$ cat src/rtl/apb_pkg.sv
// Shared encodings and arbiter state type for the APB transfer arbiter.
package apb_pkg;

    localparam logic [1:0] ENC_WR = 2'b01;
    localparam logic [1:0] ENC_RD = 2'b10;

    typedef enum logic [1:0] {
        ST_IDLE  = 2'b00,
        ST_BUSY  = 2'b01,
        ST_DRAIN = 2'b10,
        ST_RESP  = 2'b11
    } arb_state_t;

    function automatic logic enc_legal(input logic [1:0] enc);
        return (enc == ENC_WR) || (enc == ENC_RD);
    endfunction

endpackage

$ cat src/rtl/apb_trf_arbiter_rr.sv
// Combinational round-robin pick: first active request after last_gnt, wrapping.
module rr_arbiter
    import apb_pkg::*;
#(
    parameter  int NUM_REQ = 4,
    localparam int GNT_W   = $clog2(NUM_REQ)
) (
    input  logic [NUM_REQ-1:0] req,
    input  logic [GNT_W-1:0]   last_gnt,
    output logic [NUM_REQ-1:0] gnt,
    output logic [GNT_W-1:0]   idx,
    output logic               valid
);

    int dist_s;
    int best_s;
    int best_idx_s;

    // Smallest circular distance from last_gnt+1 wins
    always_comb begin
        dist_s     = 0;
        best_s     = NUM_REQ;
        best_idx_s = 0;
        gnt        = '0;
        for (int j = 0; j < NUM_REQ; j++) begin
            if (j > int'(last_gnt)) begin
                dist_s = j - int'(last_gnt) - 1;
            end else begin
                dist_s = j + NUM_REQ - int'(last_gnt) - 1;
            end
            if (req[j] && (dist_s < best_s)) begin
                best_s     = dist_s;
                best_idx_s = j;
            end else begin
                best_s     = best_s;
            end
        end
        valid = (best_s < NUM_REQ);
        idx   = GNT_W'(best_idx_s);
        for (int j = 0; j < NUM_REQ; j++) begin
            gnt[j] = valid && (best_idx_s == j);
        end
    end

endmodule

$ cat src/rtl/apb_trf_arbiter.sv
// Shares one apb_master transfer port among NUM_REQ requesters, round-robin,
// with per-transfer timeout and rejection of illegal encodings.
module apb_trf_arbiter
    import apb_pkg::*;
#(
    parameter  int NUM_REQ     = 4,
    parameter  int ADDR_W      = 8,
    parameter  int DATA_W      = 8,
    parameter  int TIMEOUT_CYC = 16,
    localparam int GNT_W       = $clog2(NUM_REQ)
) (
    input  logic                      pclk,
    input  logic                      prst,
    input  logic [NUM_REQ-1:0]        req_valid,
    input  logic [2*NUM_REQ-1:0]      req_enc,
    input  logic [ADDR_W*NUM_REQ-1:0] req_addr,
    input  logic [DATA_W*NUM_REQ-1:0] req_wdata,
    output logic [NUM_REQ-1:0]        req_ack,
    output logic [NUM_REQ-1:0]        req_done,
    output logic                      req_err,
    output logic [DATA_W-1:0]         req_rdata,
    output logic                      trf_valid,
    output logic [1:0]                trf_enc,
    output logic [ADDR_W-1:0]         trf_addr,
    output logic [DATA_W-1:0]         trf_wdata,
    input  logic [DATA_W-1:0]         trf_rdata,
    input  logic                      trf_rdata_valid,
    input  logic                      psel,
    input  logic                      penable,
    input  logic                      pready,
    output logic                      busy,
    output logic [GNT_W-1:0]          gnt_idx
);

    localparam int CNT_W = (TIMEOUT_CYC > 1) ? $clog2(TIMEOUT_CYC) : 1;

    arb_state_t          state_r;
    logic [GNT_W-1:0]    last_gnt_r;
    logic [NUM_REQ-1:0]  gnt_oh_r;
    logic [CNT_W-1:0]    cnt_r;

    logic [NUM_REQ-1:0]  arb_gnt_s;
    logic [GNT_W-1:0]    arb_idx_s;
    logic                arb_valid_s;
    logic [1:0]          sel_enc_s;
    logic [ADDR_W-1:0]   sel_addr_s;
    logic [DATA_W-1:0]   sel_wdata_s;
    logic                apb_done_s;
    logic                timeout_hit_s;

    rr_arbiter #(.NUM_REQ(NUM_REQ)) u_rr (
        .req      (req_valid),
        .last_gnt (last_gnt_r),
        .gnt      (arb_gnt_s),
        .idx      (arb_idx_s),
        .valid    (arb_valid_s)
    );

    // Select the winning requester's fields
    always_comb begin
        sel_enc_s   = 2'b00;
        sel_addr_s  = '0;
        sel_wdata_s = '0;
        for (int j = 0; j < NUM_REQ; j++) begin
            if (arb_gnt_s[j]) begin
                sel_enc_s   = req_enc[2*j +: 2];
                sel_addr_s  = req_addr[ADDR_W*j +: ADDR_W];
                sel_wdata_s = req_wdata[DATA_W*j +: DATA_W];
            end else begin
                sel_enc_s   = sel_enc_s;
            end
        end
    end

    assign apb_done_s    = psel & penable & pready;
    assign timeout_hit_s = (TIMEOUT_CYC > 0) && (int'(cnt_r) == TIMEOUT_CYC - 1);

    // Arbiter FSM; all outputs registered, done beats timeout in the same cycle
    always_ff @(posedge pclk) begin
        if (prst) begin
            state_r    <= ST_IDLE;
            last_gnt_r <= GNT_W'(NUM_REQ - 1);
            gnt_oh_r   <= '0;
            cnt_r      <= '0;
            req_ack    <= '0;
            req_done   <= '0;
            req_err    <= 1'b0;
            req_rdata  <= '0;
            trf_valid  <= 1'b0;
            trf_enc    <= 2'b00;
            trf_addr   <= '0;
            trf_wdata  <= '0;
            busy       <= 1'b0;
            gnt_idx    <= '0;
        end else begin
            req_ack   <= '0;
            req_done  <= '0;
            req_err   <= 1'b0;
            req_rdata <= '0;
            case (state_r)
                ST_IDLE: begin
                    trf_valid <= 1'b0;
                    cnt_r     <= '0;
                    if (arb_valid_s) begin
                        last_gnt_r <= arb_idx_s;
                        gnt_idx    <= arb_idx_s;
                        gnt_oh_r   <= arb_gnt_s;
                        trf_enc    <= sel_enc_s;
                        trf_addr   <= sel_addr_s;
                        trf_wdata  <= sel_wdata_s;
                        req_ack    <= arb_gnt_s;
                        busy       <= 1'b1;
                        if (enc_legal(sel_enc_s)) begin
                            state_r   <= ST_BUSY;
                            trf_valid <= 1'b1;
                        end else begin
                            state_r   <= ST_RESP;
                            req_done  <= arb_gnt_s;
                            req_err   <= 1'b1;
                        end
                    end else begin
                        busy <= 1'b0;
                    end
                end
                ST_BUSY: begin
                    if (apb_done_s) begin
                        state_r   <= ST_RESP;
                        trf_valid <= 1'b0;
                        req_done  <= gnt_oh_r;
                        req_rdata <= ((trf_enc == ENC_RD) && trf_rdata_valid) ? trf_rdata : '0;
                    end else if (timeout_hit_s) begin
                        state_r   <= ST_DRAIN;
                        trf_valid <= 1'b0;
                        req_done  <= gnt_oh_r;
                        req_err   <= 1'b1;
                    end else begin
                        cnt_r <= cnt_r + CNT_W'(1);
                    end
                end
                ST_DRAIN: begin
                    trf_valid <= 1'b0;
                    if (!psel) begin
                        state_r <= ST_IDLE;
                        busy    <= 1'b0;
                    end else begin
                        busy    <= 1'b1;
                    end
                end
                ST_RESP: begin
                    trf_valid <= 1'b0;
                    state_r   <= ST_IDLE;
                    busy      <= 1'b0;
                end
                default: begin
                    trf_valid <= 1'b0;
                    state_r   <= ST_IDLE;
                    busy      <= 1'b0;
                end
            endcase
        end
    end

endmodule

$ cat config.mk
export PLATFORM = sky130hd
export DESIGN_NAME = apb_trf_arbiter
export DESIGN_NICKNAME = d
export VERILOG_FILES = /design/src/rtl/apb_pkg.sv /design/src/rtl/apb_trf_arbiter_rr.sv /design/src/rtl/apb_trf_arbiter.sv
export SDC_FILE = /design/constraint.sdc
export NUM_CORES = 1
export LEC_CHECK = 0
export CORE_MARGIN = 2
export CORE_UTILIZATION = 40
export CTS_CLUSTER_DIAMETER = 30
export DETAILED_ROUTE_END_ITERATION = 6
export GPL_TIMING_DRIVEN = 0
export HOLD_SLACK_MARGIN = 0.15
export PLACE_DENSITY = 0.87
export SYNTH_ARGS = -nofsm -noshare
export SYNTH_HDL_FRONTEND = slang
export SYNTH_HIERARCHICAL = 1
export SYNTH_SLANG_ARGS = --single-unit
export TNS_END_PERCENT = 5
$ cat constraint.sdc
create_clock -name pclk -period 7.61 [get_ports pclk]
set_input_delay 0.761 -clock pclk [delete_from_list [all_inputs] [get_ports pclk]]
set_output_delay 0.761 -clock pclk [all_outputs]
set_load 0.05 [all_outputs]
==> flow_summary.toml, run 1 <==
[outcome]
status = "finished clean"

[pwr]
p_leak_nw = 1.799
finalPower_mw = 2.250
ir_drop_v = 0.0002943
p_per_area_nw_per_um2 = 479.0

[drt]
drc = 0
dr.pass1.iters = 5
routedWlPerCell_um = 14.79
routed_via_density = 5.468
drtAntennaViolNets = 0
drt_iter0_markers = 218
vias = 3423
wl_mm = 9.258

[synthesis]
netlist_instances = 386
ys_types = 55
synth_common_cells = "nand2_1, dfxtp_1, a21oi_1, nor2_1, nor2b_1"
synth_flop_cell = "dfxtp_1"
syn_avg_cell_area_um2 = 8.256
ys_seq_elements = 51
synth_top_area_cell = "dfxtp_1"
synthTopCellsByArea = "dfxtp_1, ha_1, nand2_1"
synth_edf_count = 0
synthArstFlopShare_pct = 0
synth_most_common_cell = "nand2_1"
synth_top_cell_area_share_pct = 32.04
synth_area_um2 = 3187
ys_seq_area_share_pct = 32.04
ys_warn_count = 6

[place]
hpwlAfterDp_mm = 7.487
dp.cells = 618
post-place-ws_ns = 0.4165
placement.cell_area_um2 = 4597
gp_congestion = 0.8243
portBuffers = 127

[die]
die_w_um = 93.26
io_pins = 129
dieArea_um2 = 8697
die_h_um = 93.26
start_util_pct = 41.24
rows = 32
fp.coreArea_um2 = 7727

[clocking]
numClockSinks = 51
cts_buffers = 5
clkTransAtPathRegs_ns = 0.10
cts_root_buf = "clkbuf_8"
post_cts.repair.setup_buffers = 0
ctsLongestPathBuffers = 2
tritoncts = "yes"
clk_latency_ns = 0.31
htreeDepth = 2

[sta]
hold_ws_ns = 0.4558
final.period_utilization_pct = 93.27
finalCriticalPeriod_ns = 7.098
rsz0062_at_grt = "no"
setup_viol = 0
hold_viol = 0
tightest_slew_ns = 0.8191
max_slew_margin_pct = 44.89
drv_slew = 0
fin_ws_ns = 0.5119
finalClockSkew_ns = 0.006335
tns_ns = 0
fmax_mhz = 140.9

[global_routing]
grt_pass1_wl_mm = 14.99
track_usage_pct = 21.14
antenna_found_initial = 0
grt_remaining_overflow = 0
grt_start_max_net_pins = 19
grt_pass1_vias = 3443

[setup_path]
criticalPathCategory = "reg -> reg"
rr_worst_depth = 31
critPathMaxFanout = 10
r2r-start = "last_gnt_r[0]"
crit_slowest_cell = "dfxtp_1"
cp-end-kind = "flip-flop"
cp_common_cell = "ha_1"
cp_slowest_stage_delay_ns = 0.53
cp.required_ns = 7.83
arrival_ns = 7.32
crit_path_start_kind = "flip-flop"
startpoint = "last_gnt_r[0]"

[cells_and_area]
drive_gt1_share_pct = 6.107
area_delta_synth_final_pct = 47.39
n_antenna_cell = 0
final_nets = 633
post-route-util_pct = 60.78
stdcell_area_um2 = 4697
instances_no_fill = 626
num-fill-cells = 661

[job]
maxCapViolCount = 0

[worst_hold_path]
hold_depth = 2
min_from = "gnt_oh_r[3]"
hold_path_class = "reg -> reg"
## report_power, final
part | leakage, nW | internal (mW) | switching (mW)
combinational | 1.33 | 0.696 | 1.01
clock | 0.0491 | 0.0679 | 0.0984
sequential | 0.417 | 0.341 | 0.0398
total | 1.80 | 1.10 | 1.15
## cell families (layout without fill, tap and decap cells)
group	Yosys count	after routing	synth area share, %
AO/OA/AOI/OAI	115	115	26.03
XOR/XNOR	3	3	1.060
adder cells (fa/ha/maj)	21	21	8.206
buffers and inverters	36	171	5.025
flip-flops	51	51	32.04
multiplexers	3	3	1.021
other	2	5	0.2357
AND/OR/NAND/NOR	155	155	26.38
## placed cells by master, fill, tap and decap left out, drive strengths merged, types with 2 or more instances in the layout
cell           Yosys  layout
nor3b              5       5
nor2              24      24
a21o               3       3
ha                20      20
nand3b             3       3
dfxtp             51      51
nand4              3       3
nor4b              3       3
a21oi             24      24
o31a              16      16
clkdlybuf4s50      0     127
nor2b             22      22
buf               12      12
nand2             58      58
and2              11      11
a211oi            22      22
or3                3       3
xor2               3       3
a31oi              6       6
inv               12      14
conb               2       5
nand3              5       5
or2                2       2
nand2b             3       3
and3               4       4
nand4b             4       4
clkbuf            12      17
mux2               2       2
a221oi            17      17
o21ai             18      18
## worst max-delay path: cells and delay by family (launching register included)
family | cells | cell delay (ns)
buffers and inverters | 3 | 0.51
and+or+nand+nor | 9 | 1.99
DFF | 1 | 0.53
AOI/OAI and AO/OA | 13 | 2.33
adders and majority gates | 6 | 1.61
## registers in the layout, summed over array words and instances, names as in the netlist
name,flops
req_ack,4
gnt_oh_r,4
req_err,1
gnt_idx,2
trf_valid,1
state_r,2
trf_addr,8
trf_wdata,8
trf_enc,2
req_rdata,8
req_done,4
busy,1
last_gnt_r,2
cnt_r,4
## cell type report
| class | count | area, um^2 | share of cell area, % |
|---|---|---|---|
| well taps | 102 | 127.6 | 2.717 |
| flip-flops and latches | 51 | 1021 | 21.74 |
| clock inverters | 3 | 26.28 | 0.5594 |
| plain buffers | 24 | 116.4 | 2.477 |
| clock buffers | 5 | 68.82 | 1.465 |
| multi-input cells | 302 | 2021 | 43.02 |
| inverters | 12 | 45.04 | 0.9590 |
| repair buffers | 127 | 1271 | 27.06 |
## worst paths after layout
path,slack [ns],end
max reg2reg,0.51,trf_wdata[6]
max,0.51,trf_wdata[6]
min,0.46,req_done[3]
min reg2reg,0.46,req_done[3]
## metal layers
| metal | track usage, % | vias up | wire length (um) | part of all wire (%) |
|---|---|---|---|---|
| met5 | 0 | - | 0 | 0 |
| met2 | 37.71 | 156 | 4519 | 49 |
| met1 | 24.26 | 1575 | 3740 | 40 |
| li1 | - | 1676 | - | - |
| met4 | 6.863 | 0 | 191 | 2.1 |
| met3 | 5.882 | 16 | 807 | 8.7 |
## repair_timing
item,CTS,global route
gates resized for setup,0,3
hold buffers,0,0
setup endpoints to repair,0,23
(Power assumes the default switching activity.)
==> run 2, diff against run 1 <==
--- a/config.mk
+++ b/config.mk
@@ -6,12 +6,12 @@
 export NUM_CORES = 1
 export LEC_CHECK = 0
 export CORE_MARGIN = 2
-export CORE_UTILIZATION = 40
+export CORE_UTILIZATION = 44
 export CTS_CLUSTER_DIAMETER = 30
 export DETAILED_ROUTE_END_ITERATION = 6
 export GPL_TIMING_DRIVEN = 0
 export HOLD_SLACK_MARGIN = 0.15
-export PLACE_DENSITY = 0.87
+export PLACE_DENSITY = 0.93
 export SYNTH_ARGS = -nofsm -noshare
 export SYNTH_HDL_FRONTEND = slang
 export SYNTH_HIERARCHICAL = 1
==> run 2 against run 1 <==
Net effect: sequential share of layout area barely moved; clock power barely moved; design area barely moved; clock skew rose by 0.0045 ns; combinational power barely moved; sequential power barely moved; first-iteration DRC count rose by 1.8%; worst setup slack improved by 0.14 ns; non-clock buffer count did not move; cell count fell by 0.48%.
==> flow_summary.toml, run 2 (synthesis gave the netlist of run 1 again) <==
[setup_path]
critPathMaxFanout = 9
cp_common_cell = "ha_1"
crit_slowest_cell = "dfxtp_2"
cp_slowest_stage_delay_ns = 0.45
crit_path_start_kind = "flip-flop"
cp.required_ns = 7.80
arrival_ns = 7.15
critPathTopFamily = "compound AO/OA/AOI/OAI gates"
cp.buffers_inverters = 1
criticalPathCategory = "reg -> reg"
cp-end-kind = "flip-flop"

[sta]
finalCriticalPeriod_ns = 6.956
finalClockSkew_ns = 0.01082
setup_viol = 0
max_slew_margin_pct = 39.45
hold_viol = 0
final.period_utilization_pct = 91.40
tns_ns = 0
rsz0062_at_grt = "no"
drv_slew = 0
tightest_slew_ns = 0.8961
fmax_mhz = 143.8

[job]
maxCapViolCount = 0

[clocking]
post_cts.repair.setup_buffers = 0
cts_root_buf = "clkbuf_8"
ctsLongestPathBuffers = 2
clkTransAtPathRegs_ns = 0.11
numClockSinks = 51
tritoncts = "yes"
clk_latency_ns = 0.31
cts_buffers = 5
htreeDepth = 2

[drt]
vias = 3562
routedWlPerCell_um = 15.34
drc = 0
wl_mm = 9.556
drtAntennaViolNets = 0
dr.pass1.iters = 5
routed_via_density = 5.717
drt_iter0_markers = 222

[place]
portBuffers = 127
hpwlAfterDp_mm = 7.584
gp_congestion = 0.8746

[global_routing]
grt_remaining_overflow = 0
grt_start_max_net_pins = 19
grt_pass1_vias = 3391
track_usage_pct = 23.87
grt_pass1_wl_mm = 15.00
antenna_found_initial = 0

[die]
start_util_pct = 44.65
rows = 31
io_pins = 129
fp.coreArea_um2 = 7137
die_w_um = 89.11
dieArea_um2 = 7940
die_h_um = 89.11

[pwr]
p_comb_share_pct = 75.7
intPower_mw = 1.108
ir_drop_v = 0.0002852
p_seq_share_pct = 16.9
switching_share_pct = 51.16
p_per_area_nw_per_um2 = 482.8
power.share.clock_pct = 7.4
p_leak_nw = 1.800
switchingPower_mw = 1.160
finalPower_mw = 2.268

[cells_and_area]
multiInputGateArea_um2 = 2022
n_antenna_cell = 0
final_nets = 633
seqCellArea_um2 = 1022
area_delta_synth_final_pct = 47.43
post-route-util_pct = 65.83
final_common_cell = "clkdlybuf4s50_1"
drive_gt1_share_pct = 6.298
top_regs = "req_rdata: 8 flops, trf_addr: 8 flops, trf_wdata: 8 flops"
final_cell_mix = "clkdlybuf4s50_1, nand2_1, dfxtp_1"
num-fill-cells = 612

[outcome]
status = "finished clean"

[worst_hold_path]
hold_path_class = "reg -> reg"
[run 2: cell types whose count changed in the layout (fill, tap and decap cells not counted), sizes merged]
cell | previous run | this run
inv | 14 | 13
clkinv | 1 | 2
[run 2: area by class of cell]
cell class | count | share of cell area, %
Clock buffer | 5 | 1.465
Tap cell | 99 | 2.636
Sequential cell | 51 | 21.76
Timing Repair Buffer | 127 | 27.06
Multi-Input combinational cell | 302 | 43.04
Inverter | 12 | 0.9587
Buffer | 24 | 2.477
Clock inverter | 3 | 0.6125
[run 2: path summary, 6_finish.rpt]
check / cells after the start / slack (ns) / end / startpoint
max: 30 / 0.65 / req_done[2] / last_gnt_r[0]
min: 2 / 0.46 / req_done[3] / gnt_oh_r[3]
max reg2reg: 30 / 0.65 / req_done[2] / last_gnt_r[0]
min reg2reg: 2 / 0.46 / req_done[3] / gnt_oh_r[3]
[run 2: repair_timing]
action	4_1_cts	5_1_grt
setup endpoints to repair	0	23
hold buffers	0	0
resized for setup	0	5
[run 2: power by group through the flow]
stage               clock network (mW)  logic (mW)  registers, mW
finish                           0.167        1.72          0.383
global route                     0.176        1.88          0.391
global placement                     0        1.63          0.385
CTS                              0.167        1.69          0.382
floorplan                            0        1.10          0.542
detailed placement                   0        1.68          0.387
[run 2: through the flow]
step	setup WS [ns]	cell area (um^2)	std cells	hold WS [ns]
6_report	0.6545	4698	623	0.4630
5_1_grt	0.1305	4698	623	0.4854
4_1_cts	0.3758	4691	623	0.4633
3_5_place_dp	0.4388	4593	615	0.4417
3_3_place_gp	0.6619	4593	615	0.4409
2_1_floorplan	1.521	3198	389	0.4249
[run 2: routing by layer]
layer / track usage, % / vias up / wire length [um]
met1: 26.63 / 1653 / 3639
met5: 0 / - / 0
met4: 10.04 / 0 / 361
li1: - / 1675 / -
met3: 6.002 / 35 / 868
met2: 42.96 / 199 / 4686
[run 2: worst reg2reg max path: cells and delay by family, from the launching register on]
kind | cells | cell delay [ns]
flip-flops | 1 | 0.45
XOR/XNOR | 1 | 0.35
adder cells (fa/ha/maj) | 6 | 1.56
buffers and inverters | 1 | 0.15
AND/OR/NAND/NOR | 9 | 1.87
AO/OA/AOI/OAI | 13 | 2.48
